`src/rtl/imem_loader_pkg.sv`:
```
// Shared definitions for the instruction-memory boot loader.
//   state_t     : loader FSM states
//   IMEM_BYTES  : instruction memory depth in bytes (max image length)
//   IMEM_ADDR_W : byte address width of the memory write port
//   CSUM_INIT   : starting value of the running XOR checksum
package imem_pkg;

  localparam int          IMEM_BYTES  = 36;
  localparam int          IMEM_ADDR_W = 6;
  localparam logic [7:0]  CSUM_INIT   = 8'h00;

  typedef enum logic [2:0] {
    HDR_LO,
    HDR_HI,
    CHK_LEN,
    PAYLOAD,
    CSUM,
    DONE,
    ERROR
  } state_t;

endpackage

```
`src/rtl/imem_loader_frame_ctr.sv`:
```
// Frame length register and payload index counter.
//   clk, reset   : clock, synchronous active-low reset
//   cap_lo/hi    : load len[7:0] / len[15:8] from in_data
//   clr_idx      : zero the payload index
//   inc          : advance the payload index
//   in_data      : stream byte
//   addr         : current payload byte address
//   last         : current index is the final payload byte (idx == len-1)
//   len_bad      : captured length is too large or not a multiple of 4
//   len_zero     : captured length is zero
module imem_frame_ctr
  import imem_pkg::*;
#(
  parameter int MEM_BYTES = IMEM_BYTES,
  parameter int ADDR_W    = IMEM_ADDR_W
) (
  input  logic              clk,
  input  logic              reset,
  input  logic              cap_lo,
  input  logic              cap_hi,
  input  logic              clr_idx,
  input  logic              inc,
  input  logic [7:0]        in_data,
  output logic [ADDR_W-1:0] addr,
  output logic              last,
  output logic              len_bad,
  output logic              len_zero
);

  logic [15:0]     len;
  // One spare bit so idx+1 at the final byte cannot wrap into a false match.
  logic [ADDR_W:0] idx;

  always_ff @(posedge clk) begin
    if (!reset) begin
      len <= '0;
      idx <= '0;
    end else begin
      if (cap_lo) len[7:0]  <= in_data;
      if (cap_hi) len[15:8] <= in_data;
      if (clr_idx)  idx <= '0;
      else if (inc) idx <= idx + 1'b1;
    end
  end

  assign addr     = idx[ADDR_W-1:0];
  // Full 16-bit compares; len==0 never reaches PAYLOAD so len-1 underflow is harmless.
  assign last     = ({{(16-ADDR_W-1){1'b0}}, idx} == (len - 16'd1));
  assign len_bad  = (len > 16'(MEM_BYTES)) || (len[1:0] != 2'b00);
  assign len_zero = (len == 16'd0);

endmodule

```
`src/rtl/imem_loader.sv`:
```
// Boot-time loader: takes a framed byte stream (LEN_LO, LEN_HI, payload, CSUM),
// writes the payload to instruction memory from address 0 and releases the
// core from reset once the XOR checksum matches.
//   clk, reset          : clock, synchronous active-low reset
//   restart             : reload request, honoured in DONE/ERROR only
//   in_data/valid/ready : byte stream handshake
//   mem_we/addr/wdata   : registered byte write port
//   core_rst_n          : core reset, released after a verified load
//   busy, done          : loader status
//   err_len, err_csum   : sticky error flags until restart
module imem_loader
  import imem_pkg::*;
#(
  parameter int MEM_BYTES = IMEM_BYTES,
  parameter int ADDR_W    = IMEM_ADDR_W
) (
  input  logic              clk,
  input  logic              reset,
  input  logic              restart,
  input  logic [7:0]        in_data,
  input  logic              in_valid,
  output logic              in_ready,
  output logic              mem_we,
  output logic [ADDR_W-1:0] mem_addr,
  output logic [7:0]        mem_wdata,
  output logic              core_rst_n,
  output logic              busy,
  output logic              done,
  output logic              err_len,
  output logic              err_csum
);

  state_t            state, nxt;
  logic [7:0]        csum;
  logic [ADDR_W-1:0] addr;
  logic              last, len_bad, len_zero;
  logic              acc, pay_acc, csum_acc, csum_ok, do_restart;

  assign busy       = (state == HDR_LO) || (state == HDR_HI) ||
                      (state == PAYLOAD) || (state == CSUM);
  assign in_ready   = reset && busy;
  assign acc        = in_valid && in_ready;
  assign pay_acc    = acc && (state == PAYLOAD);
  assign csum_acc   = acc && (state == CSUM);
  assign csum_ok    = (in_data == csum);
  assign do_restart = restart && ((state == DONE) || (state == ERROR));

  imem_frame_ctr #(.MEM_BYTES(MEM_BYTES), .ADDR_W(ADDR_W)) u_ctr (
    .clk      (clk),
    .reset    (reset),
    .cap_lo   (acc && (state == HDR_LO)),
    .cap_hi   (acc && (state == HDR_HI)),
    .clr_idx  (state == CHK_LEN),
    .inc      (pay_acc),
    .in_data  (in_data),
    .addr     (addr),
    .last     (last),
    .len_bad  (len_bad),
    .len_zero (len_zero)
  );

  always_comb begin
    nxt = state;
    case (state)
      HDR_LO:  if (acc) nxt = HDR_HI;
      HDR_HI:  if (acc) nxt = CHK_LEN;
      CHK_LEN: nxt = len_bad ? ERROR : (len_zero ? CSUM : PAYLOAD);
      PAYLOAD: if (acc && last) nxt = CSUM;
      CSUM:    if (acc) nxt = csum_ok ? DONE : ERROR;
      DONE,
      ERROR:   if (restart) nxt = HDR_LO;
      default: nxt = HDR_LO;
    endcase
  end

  always_ff @(posedge clk) begin
    if (!reset) begin
      state      <= HDR_LO;
      mem_we     <= 1'b0;
      mem_addr   <= '0;
      mem_wdata  <= '0;
      csum       <= CSUM_INIT;
      core_rst_n <= 1'b0;
      done       <= 1'b0;
      err_len    <= 1'b0;
      err_csum   <= 1'b0;
    end else begin
      state  <= nxt;
      mem_we <= pay_acc;
      if (pay_acc) begin
        mem_addr  <= addr;
        mem_wdata <= in_data;
        csum      <= csum ^ in_data;
      end
      // Cleared even for zero-length frames so a stale sum never leaks in.
      if (state == CHK_LEN) begin
        csum <= CSUM_INIT;
        if (len_bad) err_len <= 1'b1;
      end
      if (csum_acc) begin
        if (csum_ok) begin
          done       <= 1'b1;
          core_rst_n <= 1'b1;
        end else begin
          err_csum   <= 1'b1;
        end
      end
      if (do_restart) begin
        done       <= 1'b0;
        err_len    <= 1'b0;
        err_csum   <= 1'b0;
        core_rst_n <= 1'b0;
      end
    end
  end

endmodule

```
`config.mk`:
```
export PLATFORM = sky130hd
export DESIGN_NAME = imem_loader
export DESIGN_NICKNAME = d
export VERILOG_FILES = /design/src/rtl/imem_loader_pkg.sv /design/src/rtl/imem_loader_frame_ctr.sv /design/src/rtl/imem_loader.sv
export SDC_FILE = /design/constraint.sdc
export NUM_CORES = 1
export LEC_CHECK = 0
export ABC_CLOCK_PERIOD_IN_PS = 3400
export BUFFER_PORTS_ARGS = -buffer_cell sky130_fd_sc_hd__buf_2
export CAP_MARGIN = 10
export CORE_MARGIN = 8
export CORE_UTILIZATION = 58
export DETAILED_ROUTE_END_ITERATION = 10
export GPL_ROUTABILITY_DRIVEN = 0
export HOLD_SLACK_MARGIN = 0.1
export PLACE_DENSITY = 0.84
export SYNTH_ARGS = -nofsm -noshare
export SYNTH_HDL_FRONTEND = slang
export SYNTH_HIERARCHICAL = 1
export SYNTH_SLANG_ARGS = --single-unit
```
`constraint.sdc`:
```
create_clock -name clk -period 3.4 [get_ports clk]
set_clock_uncertainty 0.15 [all_clocks]
set_input_delay 0.34 -clock clk [delete_from_list [all_inputs] [get_ports clk]]
set_output_delay 0.34 -clock clk [all_outputs]
set_load 0.03 [all_outputs]
```
Word level (Yosys, flattened, before mapping)

Index checks and enable logic that the tools add are counted.

Input bits: 12
Output and inout port bits: 21
Logic and storage cells: 62
Bits in registers: 52

$lt $le $gt $ge: 1
Bitwise gates (word level): 3
Add/sub/neg operators: 2
Eq/ne operators: 13
Muxes and demuxes: 9
Reduce and logical (&&, ||, !) cells: 23

Operator list:

| cell                                                           | count |
|---|---|
| 2-to-1 mux 3 bit                                               | 7 |
| case mux 3 bit (6 select lines)                                | 1 |
| == test 7 x 16 -> 1 bit                                        | 1 |
| greater-than comparator 16 x 6 -> 1 bit, second input constant | 1 |
| zero test 16 bit                                               | 1 |
| subtractor 16 x 1 -> 16 bit, second input constant             | 1 |
| == test 3 bit, second input constant                           | 3 |
| == test 8 bit                                                  | 1 |
| logical AND 1 bit                                              | 8 |
| inequality test 2 bit, second input constant                   | 4 |
| XOR 8 bit                                                      | 1 |
| adder 7 x 1 -> 7 bit, second input constant                    | 1 |
| == test 3 x 2 -> 1 bit, second input constant                  | 2 |
| AND reduction 2 bit                                            | 3 |
| OR reduction 2 bit                                             | 3 |
| logical OR 1 bit                                               | 5 |
| AND reduction 5 bit                                            | 1 |
| == test 3 x 1 -> 1 bit, second input constant                  | 1 |
| zero test 3 bit                                                | 1 |
| 2-to-1 mux 2 bit                                               | 1 |
| inequality test 2 x 1 -> 1 bit, second input constant          | 1 |
| NOT 1 bit                                                      | 2 |
| nonzero test 2 bit                                             | 1 |

Longest topological paths before layout

Depth after elaboration: 9
Mapped depth: 12
Depth with buffers taken out: 11

By module

The synthesis kept the hierarchy.

By module, submodules not included:

| module         | area an instance (µm²) | cells an instance | instances | sequential area each (µm²) |
|---|---|---|---|---|
| imem_frame_ctr | 1417.6                 | 161               | 1         | 460.4 |
| imem_loader    | 1333.8                 | 156               | 1         | 580.6 |

Worst setup path before layout

OpenSTA, ideal clock, no wires.

Kind: flip-flop to flip-flop
From: register u_ctr.len[6]
To: register state[0]
Data required time: 3.131 ns
Buffers on the path: 1
Setup time: 0.119 ns
Cell stages (with the launch flop): 11
Setup slack: 0.990 ns
Arrival time: 2.141 ns
Period minus slack after synthesis: 2.410 ns
Cell sequence: dfxtp_1 buf_6 or4_4 or3_1 a21oi_1 o32ai_1 nor4_2 nand2b_1 a21oi_1 o21a_1 o221a_1

Word-level cells in the longest chain between the ends: 5
Elaborated cells between the ends (all ways): 11
Those cells by class: 1 x add/sub; 1 x order compare; 2 x eq/ne; 3 x mux; 4 x reduce/logical

Ends and longest elaborated chain:

| item                                            | line                        | text |
|---|---|---|
| start: declaration                              | imem_loader_frame_ctr.sv:30 | `logic [15:0] len;` |
| start signal: assignment                        | imem_loader_frame_ctr.sv:39 | `if (cap_lo) len[7:0] <= in_data;` |
| subtractor 16 x 1 -> 16 bit                     | imem_loader_frame_ctr.sv:48 | `assign last = ({{(16-ADDR_W-1){1'b0}}, idx} == (len - 16'd1));` |
| == test 7 x 16 -> 1 bit                         | imem_loader_frame_ctr.sv:48 |  |
| named net last                                  | imem_loader.sv:36           | `logic last, len_bad, len_zero;` |
| logical AND 1 bit                               | imem_loader.sv:68           | `PAYLOAD: if (acc && last) nxt = CSUM;` |
| inequality test 2 x 1 -> 1 bit (no source line) | --                          |  |
| AND reduction 5 bit (no source line)            | --                          |  |
| end signal: assignment                          | imem_loader.sv:88           | `state <= nxt;` |
| end: declaration                                | imem_loader.sv:33           | `state_t state, nxt;` |

The timed path passes the listed nets, and every way through them passes these cells.
A chain may end at the register's enable or synchronous reset.

Final worst setup path

From: register u_ctr.len[0]
To: register state[0]

Same word-level chain as after synthesis.

==> flow_summary.ini <==
[setup_path]
worstSetupPathType = reg -> reg
critPathLaunch = u_ctr/len[0]
path_cells = inv_1 -> ha_1 -> or4b_1 -> a21oi_1 -> o32ai_1 -> nor4_2 -> nand2b_1 -> a21oi_1 -> o21a_1 -> o221a_1
arrival_ns = 2.79
cp.required_ns = 3.43
cp_max_fo = 12
cpPeakStageDelay_ns = 0.56
endpoint_kind = register
cp-start-kind = register
cp_slowest_cell = or4b_1
crit_top_cell = a21oi_1
r2r_start = u_ctr/len[0]
rr_worst_depth = 10

[clocking]
cts_buffers = 5
cts_resized = 0
clk_latency_ns = 0.29
numClockSinks = 52
htreeDepth = 2
postCtsSetupBuffers = 0
root_buffer = clkbuf_8
clk_path_buf_depth = 2
cts_tree = yes
cts_hold_buf = 0
clk_pin_slew_ns = 0.08

[die]
ios = 33
fp.coreArea_um2 = 4660
start_util = 0.590
die_y_um = 84.9
dieArea_um2 = 7200
fp.dieW_um = 84.9
rows = 25

[grt]
grt_pass1_wl_um = 10800
grt_max_degree = 25
grt_pass1_vias = 2225
antenna_found_initial = 0
track_usage = 0.181
overflow = 0

[synth]
synthMostInstantiatedCell = dfxtp_1
synth_area_leaders = dfxtp_1 38%, mux2i_1 6.5%, xor2_1 4.8%
synth_cell_type_count = 55
netlist_area_um2 = 2750
avgSynthCellArea_um2 = 8.68
ys_async_sr_fraction = 0
synth_top_area_frac = 0.378
yosysWarnings = 6
synth_edf_count = 0
synth_common_cells = 52 x dfxtp_1, 31 x nand2_1, 25 x nor2_1, 22 x a21oi_1
netlist_instances = 317
synth.largest_area_cell = dfxtp_1
synthesis.nets = 331
seq_area_frac_synth = 0.378
synthFlopType = dfxtp_1
ys_ff_latch = 52

[route]
vias_per_cell = 5.89
drtAntennaViolNets = 0
routedWlPerCell_um = 16.2
drtIter0Drc = 184
vias = 2281
drc = 0
drt-total-wl_um = 6280
drtPass1Iterations = 4

[timing]
tns_ns = 0
finalSetupViolations = 0
relSlewSlack = 0.577
max_freq_mhz = 363
slew_viol_final = 0
tightest_slew_ns = 0.628
setup_ws_ns = 0.643
rsz0062_at_grt = no
hold_violations = 0
fin_crit_ns = 2.76
min_period_over_period = 0.811

[finish]
fillCellCount = 380
final_nets = 348
diodes = 0
syn_to_final_growth_pct = 6.78
drive_above_1_share = 0.153

[power_and_ir_drop]
ir_worst_vdd_uv = 325
power_density_nw_per_um2 = 451
cellLeakagePower_uw = 0.00111

[hold_path]
worstHoldPathCells = 3
hp-class = in -> reg
hold_start = in_data[7]

[placement]
pre_cts_ws_ns = 0.684
port_buffers = 32
hpwl_um = 4740

[run_status]
status = finished, final reports clean

[flow_run]
maxCapViolations = 0
-- worst max-delay path: cells and delay by family, from the launching register on --
family                     cells  cell delay [ns]
and+or+nand+nor                3             0.88
buffers and inverters          1             0.07
DFF                            1             0.44
adders and majority gates      1             0.33
AOI/OAI and AO/OA              5             0.78
-- per-layer routing --
layer	global-route usage	wire length, um	up-vias	part of all wire
met5	0	0	-	0
met2	0.293	2980	85	0.47
met4	0.0485	40	0	0.0064
li1	-	-	1127	-
met1	0.231	2850	1065	0.45
met3	0.0473	406	4	0.065
-- sequential cells by signal, summed over array words and instances (netlist names) --
register / cells
csum: 8
done: 1
err_csum: 1
err_len: 1
mem_addr: 6
mem_wdata: 8
mem_we: 1
state: 3
u_ctr/idx: 7
u_ctr/len: 16
-- worst paths after layout --
check             endpoint  slack, ns
max reg2reg       state[0]       0.64
max               state[0]       0.64
min          u_ctr/len[15]       0.23
min reg2reg   mem_wdata[2]       0.30
-- cell families (layout without fill, tap and decap cells) --
family,Yosys count,in the layout,synth area share
fa+ha+maj,2,2,0.00909
compound gates,52,52,0.123
simple gates,132,132,0.263
mux,18,18,0.0655
xor+xnor,29,29,0.0923
buf+inv,32,48,0.0687
flops,52,52,0.378
-- power breakdown --
part           total, uW  leakage, uW  switching [uW]  internal [uW]
clock network        392    0.0000501             180            211
registers            671     0.000420            43.1            628
logic                264     0.000645             143            120
-- cells in the final DEF (no fill, tap or decap), drive strengths merged, types with 2 or more instances in the layout --
master	n
dfxtp	52
buf	35
nand2	32
nor2	25
a21oi	22
mux2i	18
nor2b	18
xor2	15
xnor2	14
nand3	9
inv	7
nand4	6
o21ai	6
nand2b	5
a31oi	5
clkbuf	5
nor3	5
nor4b	4
or3	4
or2	4
nand3b	3
nand4b	3
and2	3
nor4	3
nor3b	2
o211ai	2
a2bb2oi	2
and3	2
o31ai	2
a211oi	2
ha	2
o221a	2
-- area by class of cell --
cell class / count / area [um^2] / share of cell area
multi-input cells: 233 / 1520 / 0.518
flip-flops and latches: 52 / 1040 / 0.354
repair buffers: 35 / 183 / 0.0622
clock buffers: 5 / 68.8 / 0.0234
well taps: 54 / 67.6 / 0.0230
clock inverters: 1 / 30.0 / 0.0102
inverters: 7 / 26.3 / 0.00894
-- per-stage QoR --
step	hold WS [ns]	total power, uW	cells	instance area [um^2]	util
floorplan	0.318	886	317	2750	-
global placement	0.284	932	381	2840	0.609
detailed placement	0.296	943	381	2840	0.609
CTS	0.220	1330	387	2940	0.630
global route	0.238	1380	387	2940	0.630
finish	0.233	1330	387	2940	0.630
Note: power is estimated with default switching activity, not from simulation.
